## src/rtl/seq_alu_pkg.sv

```systemverilog
// Shared types and constants for the sequential ALU: op encodings, FSM states,
// and the fixed results returned for divide-by-zero and signed overflow.
package seq_alu_pkg;

  // {m, alt, funct3}
  typedef enum logic [4:0] {
    OP_ADD    = 5'b0_0_000,
    OP_SLL    = 5'b0_0_001,
    OP_SLT    = 5'b0_0_010,
    OP_SLTU   = 5'b0_0_011,
    OP_XOR    = 5'b0_0_100,
    OP_SRL    = 5'b0_0_101,
    OP_OR     = 5'b0_0_110,
    OP_AND    = 5'b0_0_111,
    OP_SUB    = 5'b0_1_000,
    OP_SRA    = 5'b0_1_101,
    OP_MUL    = 5'b1_0_000,
    OP_MULH   = 5'b1_0_001,
    OP_MULHSU = 5'b1_0_010,
    OP_MULHU  = 5'b1_0_011,
    OP_DIV    = 5'b1_0_100,
    OP_DIVU   = 5'b1_0_101,
    OP_REM    = 5'b1_0_110,
    OP_REMU   = 5'b1_0_111
  } op_e;

  typedef enum logic [1:0] {IDLE, CALC, DONE} state_e;

  // Replicated across XLEN: quotient on x/0 is all ones, remainder of MIN/-1 is zero.
  localparam logic DIV0_QUOT_FILL = 1'b1;
  localparam logic OVF_REM_FILL   = 1'b0;

endpackage

```

## src/rtl/seq_alu_mdu.sv

```systemverilog
// Iterative multiply/divide unit: shift-add multiply and restoring divide, one bit
// per cycle on operand magnitudes. Only instantiated when SEQ_ALU_MDU_EN is defined.
module seq_alu_mdu
  import seq_alu_pkg::*;
#(
  parameter int XLEN = 32
) (
  input  logic            clk,
  input  logic            reset,
  input  logic            start,
  input  logic [2:0]      funct3,
  input  logic [XLEN-1:0] src1,
  input  logic [XLEN-1:0] src2,
  output logic            done,
  output logic [XLEN-1:0] result
);
  localparam int CW = $clog2(XLEN);

  logic            busy, is_div, hi_sel, rem_sel, neg_res, div_zero, ovf;
  logic [CW-1:0]   cnt;
  logic [2*XLEN-1:0] p, p_next, prod;
  logic [XLEN-1:0] d, a_mag, b_mag, q_mag;
  logic            a_sgn, b_sgn;
  logic [XLEN:0]   sum, rem_sh, diff;

  always_comb begin
    a_sgn = 1'b0;
    b_sgn = 1'b0;
    case (funct3)
      3'b001, 3'b100, 3'b110: begin a_sgn = src1[XLEN-1]; b_sgn = src2[XLEN-1]; end
      3'b010:                 a_sgn = src1[XLEN-1];
      default: ;
    endcase
    a_mag = a_sgn ? -src1 : src1;
    b_mag = b_sgn ? -src2 : src2;
  end

  // p holds {acc, multiplier} for multiply and {remainder, quotient} for divide.
  always_comb begin
    sum    = {1'b0, p[2*XLEN-1:XLEN]} + (p[0] ? {1'b0, d} : '0);
    rem_sh = {p[2*XLEN-1:XLEN], p[XLEN-1]};
    diff   = rem_sh - {1'b0, d};
    if (!is_div)
      p_next = {sum, p[XLEN-1:1]};
    else if (rem_sh >= {1'b0, d})
      p_next = {diff[XLEN-1:0], p[XLEN-2:0], 1'b1};
    else
      p_next = {rem_sh[XLEN-1:0], p[XLEN-2:0], 1'b0};
  end

  always_comb begin
    prod  = neg_res ? -p_next : p_next;
    q_mag = rem_sel ? p_next[2*XLEN-1:XLEN] : p_next[XLEN-1:0];
    if (!is_div)
      result = hi_sel ? prod[2*XLEN-1:XLEN] : prod[XLEN-1:0];
    else if (div_zero)
      result = rem_sel ? d : {XLEN{DIV0_QUOT_FILL}};
    else if (ovf && rem_sel)
      result = {XLEN{OVF_REM_FILL}};
    else
      result = neg_res ? -q_mag : q_mag;
  end

  assign done = busy && (cnt == CW'(XLEN-1));

  always_ff @(posedge clk) begin
    if (reset) begin
      busy <= 1'b0; cnt <= '0; p <= '0; d <= '0;
      is_div <= 1'b0; hi_sel <= 1'b0; rem_sel <= 1'b0;
      neg_res <= 1'b0; div_zero <= 1'b0; ovf <= 1'b0;
    end else if (start) begin
      busy     <= 1'b1;
      cnt      <= '0;
      is_div   <= funct3[2];
      hi_sel   <= funct3[1:0] != 2'b00;
      rem_sel  <= funct3[1];
      neg_res  <= (funct3[2] && funct3[1]) ? a_sgn : (a_sgn ^ b_sgn);
      div_zero <= funct3[2] && (src2 == '0);
      ovf      <= funct3[2] && !funct3[0] && (src1 == {1'b1, {(XLEN-1){1'b0}}}) && (&src2);
      p        <= {{XLEN{1'b0}}, funct3[2] ? a_mag : b_mag};
      // On x/0 the divisor is known to be zero, so d keeps the dividend for the remainder.
      d        <= funct3[2] ? ((src2 == '0) ? src1 : b_mag) : a_mag;
    end else if (busy) begin
      p   <= p_next;
      cnt <= cnt + 1'b1;
      if (done) busy <= 1'b0;
    end
  end

endmodule

```

## src/rtl/seq_alu.sv

```systemverilog
// Sequential ALU top: single-cycle base ops, iterative M ops when SEQ_ALU_MDU_EN
// is defined (otherwise every m=1 op reports illegal in one cycle).
module seq_alu
  import seq_alu_pkg::*;
#(
  parameter int XLEN = 32
) (
  input  logic            clk,
  input  logic            reset,
  input  logic            in_valid,
  output logic            in_ready,
  input  logic [4:0]      op,
  input  logic [XLEN-1:0] src1,
  input  logic [XLEN-1:0] src2,
  output logic            out_valid,
  input  logic            out_ready,
  output logic [XLEN-1:0] result,
  output logic            zero,
  output logic            illegal
);
  localparam int SW = $clog2(XLEN);

  state_e          state;
  logic            accept, base_ill, m_op, mdu_done;
  logic [XLEN-1:0] base_res, mdu_res;
  logic [SW-1:0]   shamt;

  assign in_ready = (state == IDLE) || (state == DONE && out_ready);
  assign accept   = in_valid && in_ready;
  assign shamt    = src2[SW-1:0];

  always_comb begin
    base_res = '0;
    base_ill = 1'b0;
    m_op     = 1'b0;
    case (op)
      OP_ADD:  base_res = src1 + src2;
      OP_SUB:  base_res = src1 - src2;
      OP_SLL:  base_res = src1 << shamt;
      OP_SLT:  base_res = {{(XLEN-1){1'b0}}, $signed(src1) < $signed(src2)};
      OP_SLTU: base_res = {{(XLEN-1){1'b0}}, src1 < src2};
      OP_XOR:  base_res = src1 ^ src2;
      OP_SRL:  base_res = src1 >> shamt;
      OP_SRA:  base_res = $signed(src1) >>> shamt;
      OP_OR:   base_res = src1 | src2;
      OP_AND:  base_res = src1 & src2;
`ifdef SEQ_ALU_MDU_EN
      OP_MUL, OP_MULH, OP_MULHSU, OP_MULHU,
      OP_DIV, OP_DIVU, OP_REM, OP_REMU: m_op = 1'b1;
`endif
      default: base_ill = 1'b1;
    endcase
  end

`ifdef SEQ_ALU_MDU_EN
  seq_alu_mdu #(.XLEN(XLEN)) u_mdu (
    .clk    (clk),
    .reset  (reset),
    .start  (accept && m_op),
    .funct3 (op[2:0]),
    .src1   (src1),
    .src2   (src2),
    .done   (mdu_done),
    .result (mdu_res)
  );
`else
  assign mdu_done = 1'b0;
  assign mdu_res  = '0;
`endif

  always_ff @(posedge clk) begin
    if (reset) begin
      state     <= IDLE;
      out_valid <= 1'b0;
      result    <= '0;
      zero      <= 1'b0;
      illegal   <= 1'b0;
    end else begin
      case (state)
        IDLE, DONE: begin
          if (state == DONE && out_ready) begin
            out_valid <= 1'b0;
            state     <= IDLE;
          end
          // A new accept in DONE overrides the drain to IDLE above.
          if (accept) begin
            if (m_op) begin
              state     <= CALC;
              out_valid <= 1'b0;
            end else begin
              state     <= DONE;
              out_valid <= 1'b1;
              result    <= base_res;
              zero      <= (base_res == '0);
              illegal   <= base_ill;
            end
          end
        end
        CALC: if (mdu_done) begin
          state     <= DONE;
          out_valid <= 1'b1;
          result    <= mdu_res;
          zero      <= (mdu_res == '0);
          illegal   <= 1'b0;
        end
        default: state <= IDLE;
      endcase
    end
  end

endmodule

```

## config.mk

```make
export PLATFORM = sky130hd
export DESIGN_NAME = seq_alu
export DESIGN_NICKNAME = d
export VERILOG_FILES = /design/src/rtl/seq_alu_pkg.sv /design/src/rtl/seq_alu_mdu.sv /design/src/rtl/seq_alu.sv
export SDC_FILE = /design/constraint.sdc
export NUM_CORES = 1
export LEC_CHECK = 0
export BUFFER_PORTS_ARGS = -buffer_cell sky130_fd_sc_hd__buf_4
export CAP_MARGIN = 20
export CELL_PAD_IN_SITES_DETAIL_PLACEMENT = 1
export CELL_PAD_IN_SITES_GLOBAL_PLACEMENT = 2
export CORE_ASPECT_RATIO = 1.75
export CORE_MARGIN = 3
export CORE_UTILIZATION = 36
export DETAILED_ROUTE_END_ITERATION = 12
export PLACE_DENSITY_LB_ADDON = 0.05
export SETUP_SLACK_MARGIN = 0.15
export SYNTH_ARGS = -nofsm -noshare
export SYNTH_HDL_FRONTEND = slang
export SYNTH_SLANG_ARGS = --single-unit
export TNS_END_PERCENT = 5
```

## constraint.sdc

```tcl
create_clock -name clk -period 5.2 [get_ports clk]
set_input_delay 0.26 -clock clk [delete_from_list [all_inputs] [get_ports clk]]
set_output_delay 0.26 -clock clk [all_outputs]
set_load 0.1 [all_outputs]
```

==> results of run 1 <==
## flip-flops by register name (all words and copies together) (netlist names)
register and count:
result 32, zero 1, illegal 1, out_valid 1
## per-layer routing
metal,vias to the layer above,GRT usage
li1,5981,-
met1,7023,0.441
met2,800,0.681
met3,267,0.0477
met4,0,0.260
met5,-,0
## worst max path at each step
stage,endpoint,slack [ps],cells after the start
2_1_floorplan,zero,1190,18
3_3_place_gp,zero,760,13
3_5_place_dp,zero,750,13
4_1_cts,zero,1040,13
5_1_grt,zero,800,14
6_report,zero,900,14
## cells by family (layout without fill, tap and decap cells)
| group | Yosys count | in the layout |
|---|---|---|
| AND/OR/NAND/NOR | 510 | 510 |
| buffers and inverters | 225 | 258 |
| XOR/XNOR | 4 | 4 |
| adder cells (fa/ha/maj) | 99 | 99 |
| flip-flops | 35 | 35 |
| multiplexers | 137 | 137 |
| AO/OA/AOI/OAI | 530 | 530 |
## power by group through the flow
stage / registers (uW) / clock network [uW] / logic (uW)
finish: 301 / 304 / 1470
global route: 305 / 316 / 1530
CTS: 302 / 313 / 1430
detailed placement: 308 / 0 / 1420
global placement: 307 / 0 / 1410
floorplan: 465 / 0 / 763
## cells in the final DEF (no fill, tap or decap), drive strengths merged, types with 9 or more instances in the layout
cell type	netlist	routed
inv	100	100
a22oi	16	16
nand2b	18	18
nor4	19	19
buf	56	148
dfxtp	35	35
mux2i	64	64
o31ai	28	28
ha	97	97
o221ai	17	17
mux4	47	47
a21o	21	21
mux2	26	26
a31oi	28	28
nor2b	14	14
a221oi	21	21
o21a	9	9
o21ai	77	77
o22ai	17	17
nand4	20	20
nor2	160	160
nand3	42	42
o211ai	29	29
a2111oi	9	9
and2	11	11
a211oi	40	40
nand2	108	108
and3	12	12
a221o	9	9
or3	12	12
nor3	48	48
a21oi	106	106
## metrics by stage
step,instances,hold WS (ps)
after global routing,1960,244
after floorplan,1540,389
final,1960,219
after global placement,1951,444
after detailed placement,1952,452
after CTS,1960,210
## critical path, stage by stage
cell and delay, ps:
buf_4 180, inv_1 100, ha_1 580, nand2_1 210
nor2_1 480, or4b_1 690, a31oi_1 430, o311a_1 240
mux2_2 170, o221ai_2 150, nor4_2 580, nand4_1 160
nor2_1 140, a31o_1 150
## final cells by class
cell class / count / area [um^2]
Fill cell: 3851 / 17900
Multi-Input combinational cell: 1280 / 9590
Timing Repair Buffer: 148 / 1130
Sequential cell: 35 / 701
Tap cell: 387 / 484
Inverter: 102 / 383
Clock buffer: 6 / 129
Clock inverter: 2 / 12.5
==> flow_metrics.env, run 1 <==
export IMPL_async_flop_share=0
export IMPL_cts_tree="built"
export IMPL_ys_types=96
export IMPL_grt_ovfl_total=0
export IMPL_rows=84
export IMPL_seqPwrFrac=0.146
export IMPL_dp_hpwl_mm=53.2
export IMPL_synthSimpleGateAreaFrac=0.224
export IMPL_power_uw=2070
export IMPL_critPathKind="primary input to register"
export IMPL_power_density_mw_per_mm2=167
export IMPL_fmax_mhz=233
export IMPL_period_share=0.826
export IMPL_clkPwrFrac=0.147
export IMPL_finClkSkew_ps=6.02
export IMPL_fin_area_mm2=0.0124
export IMPL_maxCapViolations=0
export IMPL_start_kind="primary input"
export IMPL_synthMuxAreaShare=0.179
export IMPL_cts_sinks=35
export IMPL_synth_top_family_by_area="compound AO/OA/AOI/OAI gates"
export IMPL_rsz0062_at_grt="false"
export IMPL_synth_flop_cell="dfxtp_1"
export IMPL_diodes=0
export IMPL_routed_wl_met3_mm=4.60
export IMPL_tightest_slew_ps=1070
export IMPL_die_x_um=139
export IMPL_p_int_uw=920
export IMPL_routedWlPerCell_um=34.2
export IMPL_synth_top_cells_by_area="ha_1, mux4_2, dfxtp_1"
export IMPL_antenna_left=0
export IMPL_place_ws_ps=747
export IMPL_cts_hold_buf=0
export IMPL_cts_inserted_buffers=5
export IMPL_leakagePower_uw=0.00509
export IMPL_irDropWorstVdd_mv=0.253
export IMPL_r2r_start="out_valid"
export IMPL_area_growth_pct=10.8
export IMPL_status="complete, no violations"
export IMPL_ios=109
export IMPL_clockBufferDepth=2
export IMPL_min_from="in_valid"
export IMPL_finalSetupTns_ps=0
export IMPL_drc=0
export IMPL_cp_startpoint="src1[12]"
export IMPL_yosys_top_cells_count="nor2_1, nand2_1, a21oi_1"
export IMPL_wl_mm=67.1
export IMPL_yosysMostFrequentCell="nor2_1"
export IMPL_sw_frac_of_total=0.556
export IMPL_root_buffer="clkbuf_16"
export IMPL_via_per_inst=7.18
export IMPL_final_util=0.409
export IMPL_grt_pass1_wl_mm=97.7
export IMPL_timing_final_max_slew_violations=0
export IMPL_dr_max_layer_used="met4"
export IMPL_dr_pass1_iters=6
export IMPL_rrSetupSlack_ps=2070
export IMPL_syn_inst=1540
export IMPL_synth_area_per_cell_um2=7.29
export IMPL_synth_fa_ha_area_frac=0.112
export IMPL_layout_min_cycle_time_ps=4300
export IMPL_synthXorXnorAreaFrac=0.00312
export IMPL_drive_above_1_share=0.164
export IMPL_synth_nets=1712
export IMPL_ys_ff_latch=35
export IMPL_grt_start_max_net_pins=51
export IMPL_placed_area_mm2=0.0123
export IMPL_synth_edf_count=0
export IMPL_reg2reg_depth=12
export IMPL_hold_viol=0
export IMPL_post_cts_setup_buffers=0
export IMPL_chipHeight_um=240
export IMPL_num_nets_final=1744
export IMPL_worstPathArrival_ps=4540
export IMPL_place_congestion=1.03
export IMPL_dieArea_mm2=0.0334
export IMPL_yosysTopAreaCell="ha_1"
export IMPL_syn_area_mm2=0.0112
export IMPL_fin_ws_ps=903
export IMPL_end_kind="register"
export IMPL_setup_violations=0
export IMPL_power_switching_uw=1150
export IMPL_start_util=0.370
export IMPL_hp_class="primary input to register"
export IMPL_min_to="out_valid"
export IMPL_wl_met2_mm=32.7
export IMPL_port_buffers=108
export IMPL_worstPathMaxFanout=11
export IMPL_synth_warnings=0
export IMPL_antenna_found_initial=0
export IMPL_initialDrtViolationCount=1575
export IMPL_ys_seq_area_frac=0.0624
export IMPL_synth_compound_area_frac=0.335
export IMPL_slew_headroom=0.278
export IMPL_min_path_cells=3
export IMPL_m1WireLength_mm=24.1
export IMPL_htree_levels=2
export IMPL_synth_top_area_frac=0.108
export IMPL_crit_required_ps=5440
export IMPL_grt_pass1_vias=14100
export IMPL_clkTransAtPathRegs_ps=60
export IMPL_via_count=14100
export IMPL_track_usage=0.389
export IMPL_clock_latency_ps=300
export IMPL_worstReg2RegEnd="zero"
export IMPL_p_comb_frac=0.708
export IMPL_core_area_mm2=0.0304
export IMPL_post_cts_resized=0
Note: power is estimated with default switching activity, not from simulation.
==> run 2: changes to the inputs <==
--- a/config.mk
+++ b/config.mk
@@ -5,13 +5,14 @@
 export SDC_FILE = /design/constraint.sdc
 export NUM_CORES = 1
 export LEC_CHECK = 0
+export ABC_AREA = 1
 export BUFFER_PORTS_ARGS = -buffer_cell sky130_fd_sc_hd__buf_4
 export CAP_MARGIN = 20
 export CELL_PAD_IN_SITES_DETAIL_PLACEMENT = 1
 export CELL_PAD_IN_SITES_GLOBAL_PLACEMENT = 2
 export CORE_ASPECT_RATIO = 1.75
 export CORE_MARGIN = 3
-export CORE_UTILIZATION = 36
+export CORE_UTILIZATION = 27
 export DETAILED_ROUTE_END_ITERATION = 12
 export PLACE_DENSITY_LB_ADDON = 0.05
 export SETUP_SLACK_MARGIN = 0.15
==> constraint.sdc (replaced) <==
create_clock -name clk -period 3.7 [get_ports clk]
set_input_delay 0.185 -clock clk [delete_from_list [all_inputs] [get_ports clk]]
set_output_delay 0.185 -clock clk [all_outputs]
set_load 0.1 [all_outputs]
==> run 2 against run 1 <==
Setup slack worse by 510 ps; die area is 39% higher; count of clock-buffer cells in the layout stayed put; sequential power is 41% higher; routed wire length is 21% higher; critical endpoint unchanged; highest routed layer is now met5.
==> flow_metrics.env, run 2 <==
export IMPL_grt_pass1_wl_mm=115
export IMPL_clkTransAtPathRegs_ps=50
export IMPL_clock_latency_ps=280
export IMPL_clockBufferDepth=2
export IMPL_antenna_left=0
export IMPL_placed_area_mm2=0.0135
export IMPL_die_x_um=164
export IMPL_largest_reg_flops=32
export IMPL_largest_register="result"
export IMPL_routedWlPerCell_um=26.5
export IMPL_cts_tree="built"
export IMPL_worstPathArrival_ps=3510
export IMPL_dr_pass1_iters=5
export IMPL_finClkSkew_ps=2.10
export IMPL_drive_above_1_share=0.106
export IMPL_drc=0
export IMPL_path_delay_family="simple AND/OR/NAND/NOR gates"
export IMPL_path_buf_inv=1
export IMPL_synth_warnings=0
export IMPL_whs_ps=113
export IMPL_path_cells="buf_4 > ha_1 > fa_1 > nand3_1 > nand3_1 > nand2_1 > nand2_1 > xor2_1 > nor2_1 > nor2_1 > nand2_1 > nor2_1 > nand2_1 > nor2_1 > nand2_1 > nor2_1 > nand3_1 > a21oi_1"
export IMPL_status="complete, no violations"
export IMPL_tightest_slew_ps=1040
export IMPL_irDropWorstVdd_mv=0.173
export IMPL_grt_start_max_net_pins=63
export IMPL_synth_nets=2564
export IMPL_finalSetupTns_ps=0
export IMPL_via_count=16200
export IMPL_grt_ovfl_total=0
export IMPL_fin_area_mm2=0.0137
export IMPL_ys_seq_area_frac=0.0592
export IMPL_grt_pass1_vias=17100
export IMPL_ys_ff_latch=35
export IMPL_ys_types=43
export IMPL_diodes=0
export IMPL_yosysMostFrequentCell="nand2_1"
export IMPL_dp_cells=3053
export IMPL_synth_edf_count=0
export IMPL_area_growth_pct=15.4
export IMPL_fillers=6099
export IMPL_slew_headroom=0.308
export IMPL_yosysTopAreaCell="nand2_1"
export IMPL_final_cell_mix="nand2_1, nand3_1, inv_1, nor2_1, buf_4"
export IMPL_slowest_stage="fa_1"
export IMPL_rows=100
export IMPL_syn_inst=2392
export IMPL_final_util=0.318
export IMPL_period_share=0.893
export IMPL_cts_sinks=35
export IMPL_syn_area_mm2=0.0118
export IMPL_place_congestion=0.983
export IMPL_hp_class="primary input to register"
export IMPL_end_kind="register"
export IMPL_start_util=0.276
export IMPL_async_flop_share=0
export IMPL_fmax_mhz=303
export IMPL_layout_min_cycle_time_ps=3310
export IMPL_power_density_mw_per_mm2=215
export IMPL_htree_levels=2
export IMPL_port_buffers=108
export IMPL_synth_top_cells_by_area="nand2_1, nand3_1, inv_1"
export IMPL_dieArea_mm2=0.0465
export IMPL_maxCapViolations=0
export IMPL_hold_viol=0
export IMPL_cts_hold_buf=0
export IMPL_leakagePower_uw=0.00795
export IMPL_root_buffer="clkbuf_16"
export IMPL_timing_final_max_slew_violations=0
export IMPL_crit_required_ps=3910
export IMPL_cts_inserted_buffers=5
export IMPL_wl_mm=81.0
export IMPL_initialDrtViolationCount=896
export IMPL_track_usage=0.339
export IMPL_yosys_top_cells_count="nand2_1, nand3_1, inv_1"
export IMPL_num_nets_final=2671
export IMPL_ios=109
export IMPL_antenna_found_initial=1
export IMPL_synth_top_area_frac=0.272
export IMPL_synth_flop_cell="dfxtp_1"
export IMPL_critical_path_max_stage_delay_ps=520
export IMPL_worstPathMaxFanout=13
export IMPL_via_per_inst=5.30
export IMPL_synth_area_per_cell_um2=4.95
export IMPL_stdcell_count=3060
export IMPL_dp_hpwl_mm=69.7
export IMPL_core_area_mm2=0.0429
export IMPL_chipHeight_um=283
export IMPL_rsz0062_at_grt="false"
export IMPL_final_common_cell="nand2_1"
export IMPL_critPathKind="primary input to register"
export IMPL_setup_violations=0
export IMPL_start_kind="primary input"
[run 2: changes by cell type after synthesis, moves of 24 or more]
cell,change
nand2_1,+748
nand3_1,+354
inv_1,+251
mux2i_1,-63
nor2_1,+51
clkbuf_1,-45
mux4_2,-45
a211oi_1,-39
nor3_1,-29
o31ai_1,-28
a31oi_1,-26
mux2_2,-24
[run 2: layout make-up]
cell class | count | area (um^2) | area share
Clock buffer | 6 | 139 | 0.0102
Clock inverter | 1 | 5.00 | 0.000367
Inverter | 364 | 1370 | 0.100
Multi-Input combinational cell | 1896 | 9230 | 0.676
Sequential cell | 35 | 701 | 0.0513
Tap cell | 561 | 702 | 0.0514
Timing Repair Buffer | 197 | 1500 | 0.110
[run 2: path summary, 6_finish.rpt]
path / slack (ps) / depth (start not counted) / from / end
min: 110 / 2 / reset / zero
min reg2reg: 500 / 2 / result[31] / result[31]
max reg2reg: 2010 / 7 / out_valid / result[6]
max: 390 / 18 / src2[0] / zero
[run 2: what timing repair did]
| item | CTS | global route |
|---|---|---|
| gates resized for setup | 0 | 1 |
| buffers inserted | 0 | 0 |
| setup endpoints to repair | 0 | 1 |
[run 2: where the power goes]
part	total [uW]	switching (uW)	internal, uW	leakage, uW
Combinational	2100	1540	560	0.00759
Sequential	425	19.1	406	0.000289
Clock	414	151	262	0.0000727
Total	2940	1710	1230	0.00795
[run 2: worst reg2reg max path, stage by stage (launching register included)]
cell,delay (ps)
dfxtp_1,310
nand2_1,100
nand2_1,120
inv_2,450
buf_4,350
nand2_1,90
o211ai_1,100
inv_1,50
[run 2: metal layers]
metal,track usage,vias up,part of all wire
li1,-,7780,-
met1,0.359,7856,0.37
met2,0.634,436,0.52
met3,0.0275,159,0.033
met4,0.205,2,0.076
met5,0,-,0.00011
[run 2: kinds of logic (layout without fill, tap and decap cells)]
kind of cell,after synthesis,count (layout),synth area share
buffers and inverters,461,568,0.161
DFF,35,35,0.0592
adders and majority gates,99,99,0.106
xor gates and xnor gates,1,1,0.000740
AOI/OAI and AO/OA,211,211,0.100
and+or+nand+nor,1585,1585,0.573
[run 2: stage by stage]
stage | setup slack (ps) | total power, uW
2_1_floorplan | 823 | 1690
3_3_place_gp | 159 | 2490
3_5_place_dp | 91.1 | 2510
4_1_cts | 385 | 2930
5_1_grt | 203 | 3130
6_report | 394 | 2940
==> run 3: changes to the inputs <==
--- a/config.mk
+++ b/config.mk
@@ -15,6 +15,7 @@
 export CORE_UTILIZATION = 27
 export DETAILED_ROUTE_END_ITERATION = 12
 export PLACE_DENSITY_LB_ADDON = 0.05
+export REMOVE_ABC_BUFFERS = 1
 export SETUP_SLACK_MARGIN = 0.15
 export SYNTH_ARGS = -nofsm -noshare
 export SYNTH_HDL_FRONTEND = slang
==> run 3 against run 2 <==
Die area stayed put; setup slack worse by 36 ps; sequential power hardly changed; combinational power hardly changed; non-clock buffer count is 16 lower; critical path type unchanged; critical endpoint unchanged; highest routed layer unchanged.
==> flow_metrics.env, run 3 (synthesized netlist as in run 2, its figures left out) <==
export IMPL_dr_pass1_iters=5
export IMPL_tightest_slew_ps=895
export IMPL_power_density_mw_per_mm2=216
export IMPL_status="complete, no violations"
export IMPL_dieArea_mm2=0.0465
export IMPL_irDropWorstVdd_mv=0.152
export IMPL_via_per_inst=5.28
export IMPL_start_util=0.276
export IMPL_antenna_left=0
export IMPL_finalSetupTns_ps=0
export IMPL_ios=109
export IMPL_grt_pass1_wl_mm=112
export IMPL_cts_tree="built"
export IMPL_hold_viol=0
export IMPL_cts_hold_buf=0
export IMPL_place_ws_ps=23.2
export IMPL_fin_ws_ps=358
export IMPL_path_delay_family="simple AND/OR/NAND/NOR gates"
export IMPL_leakagePower_uw=0.00790
export IMPL_final_common_cell="nand2_1"
export IMPL_track_usage=0.329
export IMPL_critPathKind="primary input to register"
export IMPL_area_growth_pct=14.9
export IMPL_initialDrtViolationCount=857
export IMPL_cts_inserted_buffers=5
export IMPL_final_util=0.317
export IMPL_hp_class="primary input to register"
export IMPL_clkTransAtPathRegs_ps=60
export IMPL_slew_headroom=0.399
export IMPL_cp_common_cell="nand2_1"
export IMPL_period_share=0.903
export IMPL_grt_pass1_vias=17100
export IMPL_fmax_mhz=299
export IMPL_stdcell_count=3044
export IMPL_chipHeight_um=283
export IMPL_root_buffer="clkbuf_16"
export IMPL_die_x_um=164
export IMPL_wl_mm=78.2
export IMPL_worstPathMaxFanout=4
export IMPL_path_cells="buf_4 > inv_1 > ha_1 > inv_1 > fa_1 > nand2_1 > nand2_1 > nand4_1 > nand2_2 > nand2_1 > nand2_1 > nand3_1 > nand3_1 > nand2_1 > nor2_1 > nand3_1 > nor2_1 > nand2_1 > nor2_1 > nand3_1 > a21oi_1"
export IMPL_dp_hpwl_mm=67.2
export IMPL_path_buf_inv=3
export IMPL_cts_sinks=35
export IMPL_largest_reg_flops=32
export IMPL_maxCapViolations=0
export IMPL_clockBufferDepth=2
export IMPL_final_cell_mix="nand2_1, nand3_1, inv_1, nor2_1, buf_4"
export IMPL_start_kind="primary input"
export IMPL_dp_cells=3036
export IMPL_largest_register="result"
export IMPL_via_count=16100
export IMPL_power_uw=2930
export IMPL_grt_ovfl_total=0
export IMPL_slowest_stage="fa_1"
export IMPL_r2r_start="out_valid"
export IMPL_post_cts_setup_buffers=0
export IMPL_rows=100
export IMPL_drc=0
export IMPL_antenna_found_initial=1
export IMPL_htree_levels=2
export IMPL_post_cts_resized=0
export IMPL_worstPathArrival_ps=3560
export IMPL_place_congestion=0.988
export IMPL_routedWlPerCell_um=25.7
export IMPL_min_from="reset"
export IMPL_core_area_mm2=0.0429
export IMPL_drive_above_1_share=0.101
export IMPL_crit_required_ps=3920
export IMPL_timing_final_max_slew_violations=0
export IMPL_cp_startpoint="src1[0]"
export IMPL_diodes=0
export IMPL_clock_latency_ps=290
export IMPL_port_buffers=108
export IMPL_finClkSkew_ps=7.93
export IMPL_rsz0062_at_grt="false"
export IMPL_end_kind="register"
export IMPL_setup_violations=0
export IMPL_layout_min_cycle_time_ps=3340
export IMPL_critical_path_max_stage_delay_ps=330
export IMPL_num_nets_final=2655
export IMPL_grt_start_max_net_pins=64
-- run 3: cell types whose count changed in the layout (fill, tap and decap cells not counted) --
| cell | previous run | this run |
|---|---|---|
| buf_12 | 2 | 5 |
| buf_16 | 0 | 1 |
| buf_4 | 195 | 175 |
| nand2_1 | 856 | 855 |
| nand2_2 | 20 | 21 |
-- run 3: power breakdown --
part           switching [uW]  internal (uW)  total, uW
logic                    1520            557       2080
clock network             169            263        432
registers                17.2            405        422
-- run 3: per-stage QoR --
step / hold WS (ps) / instance area, um^2
after floorplan: 254 / 11300
final: 115 / 13600
after CTS: 114 / 13600
after global routing: 112 / 13600
after global placement: 414 / 13400
after detailed placement: 423 / 13400
-- run 3: path summary, 6_finish.rpt --
kind                end  cells past startpoint  slack, ps
min                zero                      2        110
max                zero                     21        360
min reg2reg  result[15]                      2        500
max reg2reg   result[8]                      7       1780
-- run 3: final cells by class --
class                           instances  area, um^2
Tap cell                              561         702
Clock buffer                            6         139
Fill cell                            6098       29300
Timing Repair Buffer                  181        1440
Multi-Input combinational cell       1896        9230
Inverter                              364        1370
Clock inverter                          1        5.00
Sequential cell                        35         701
-- run 3: per-layer routing --
metal,track usage,vias to the layer above,share of wire
li1,-,7733,-
met2,0.614,393,0.52
met1,0.354,7750,0.37
met3,0.0222,180,0.025
met5,0,-,0.00017
met4,0.199,2,0.077
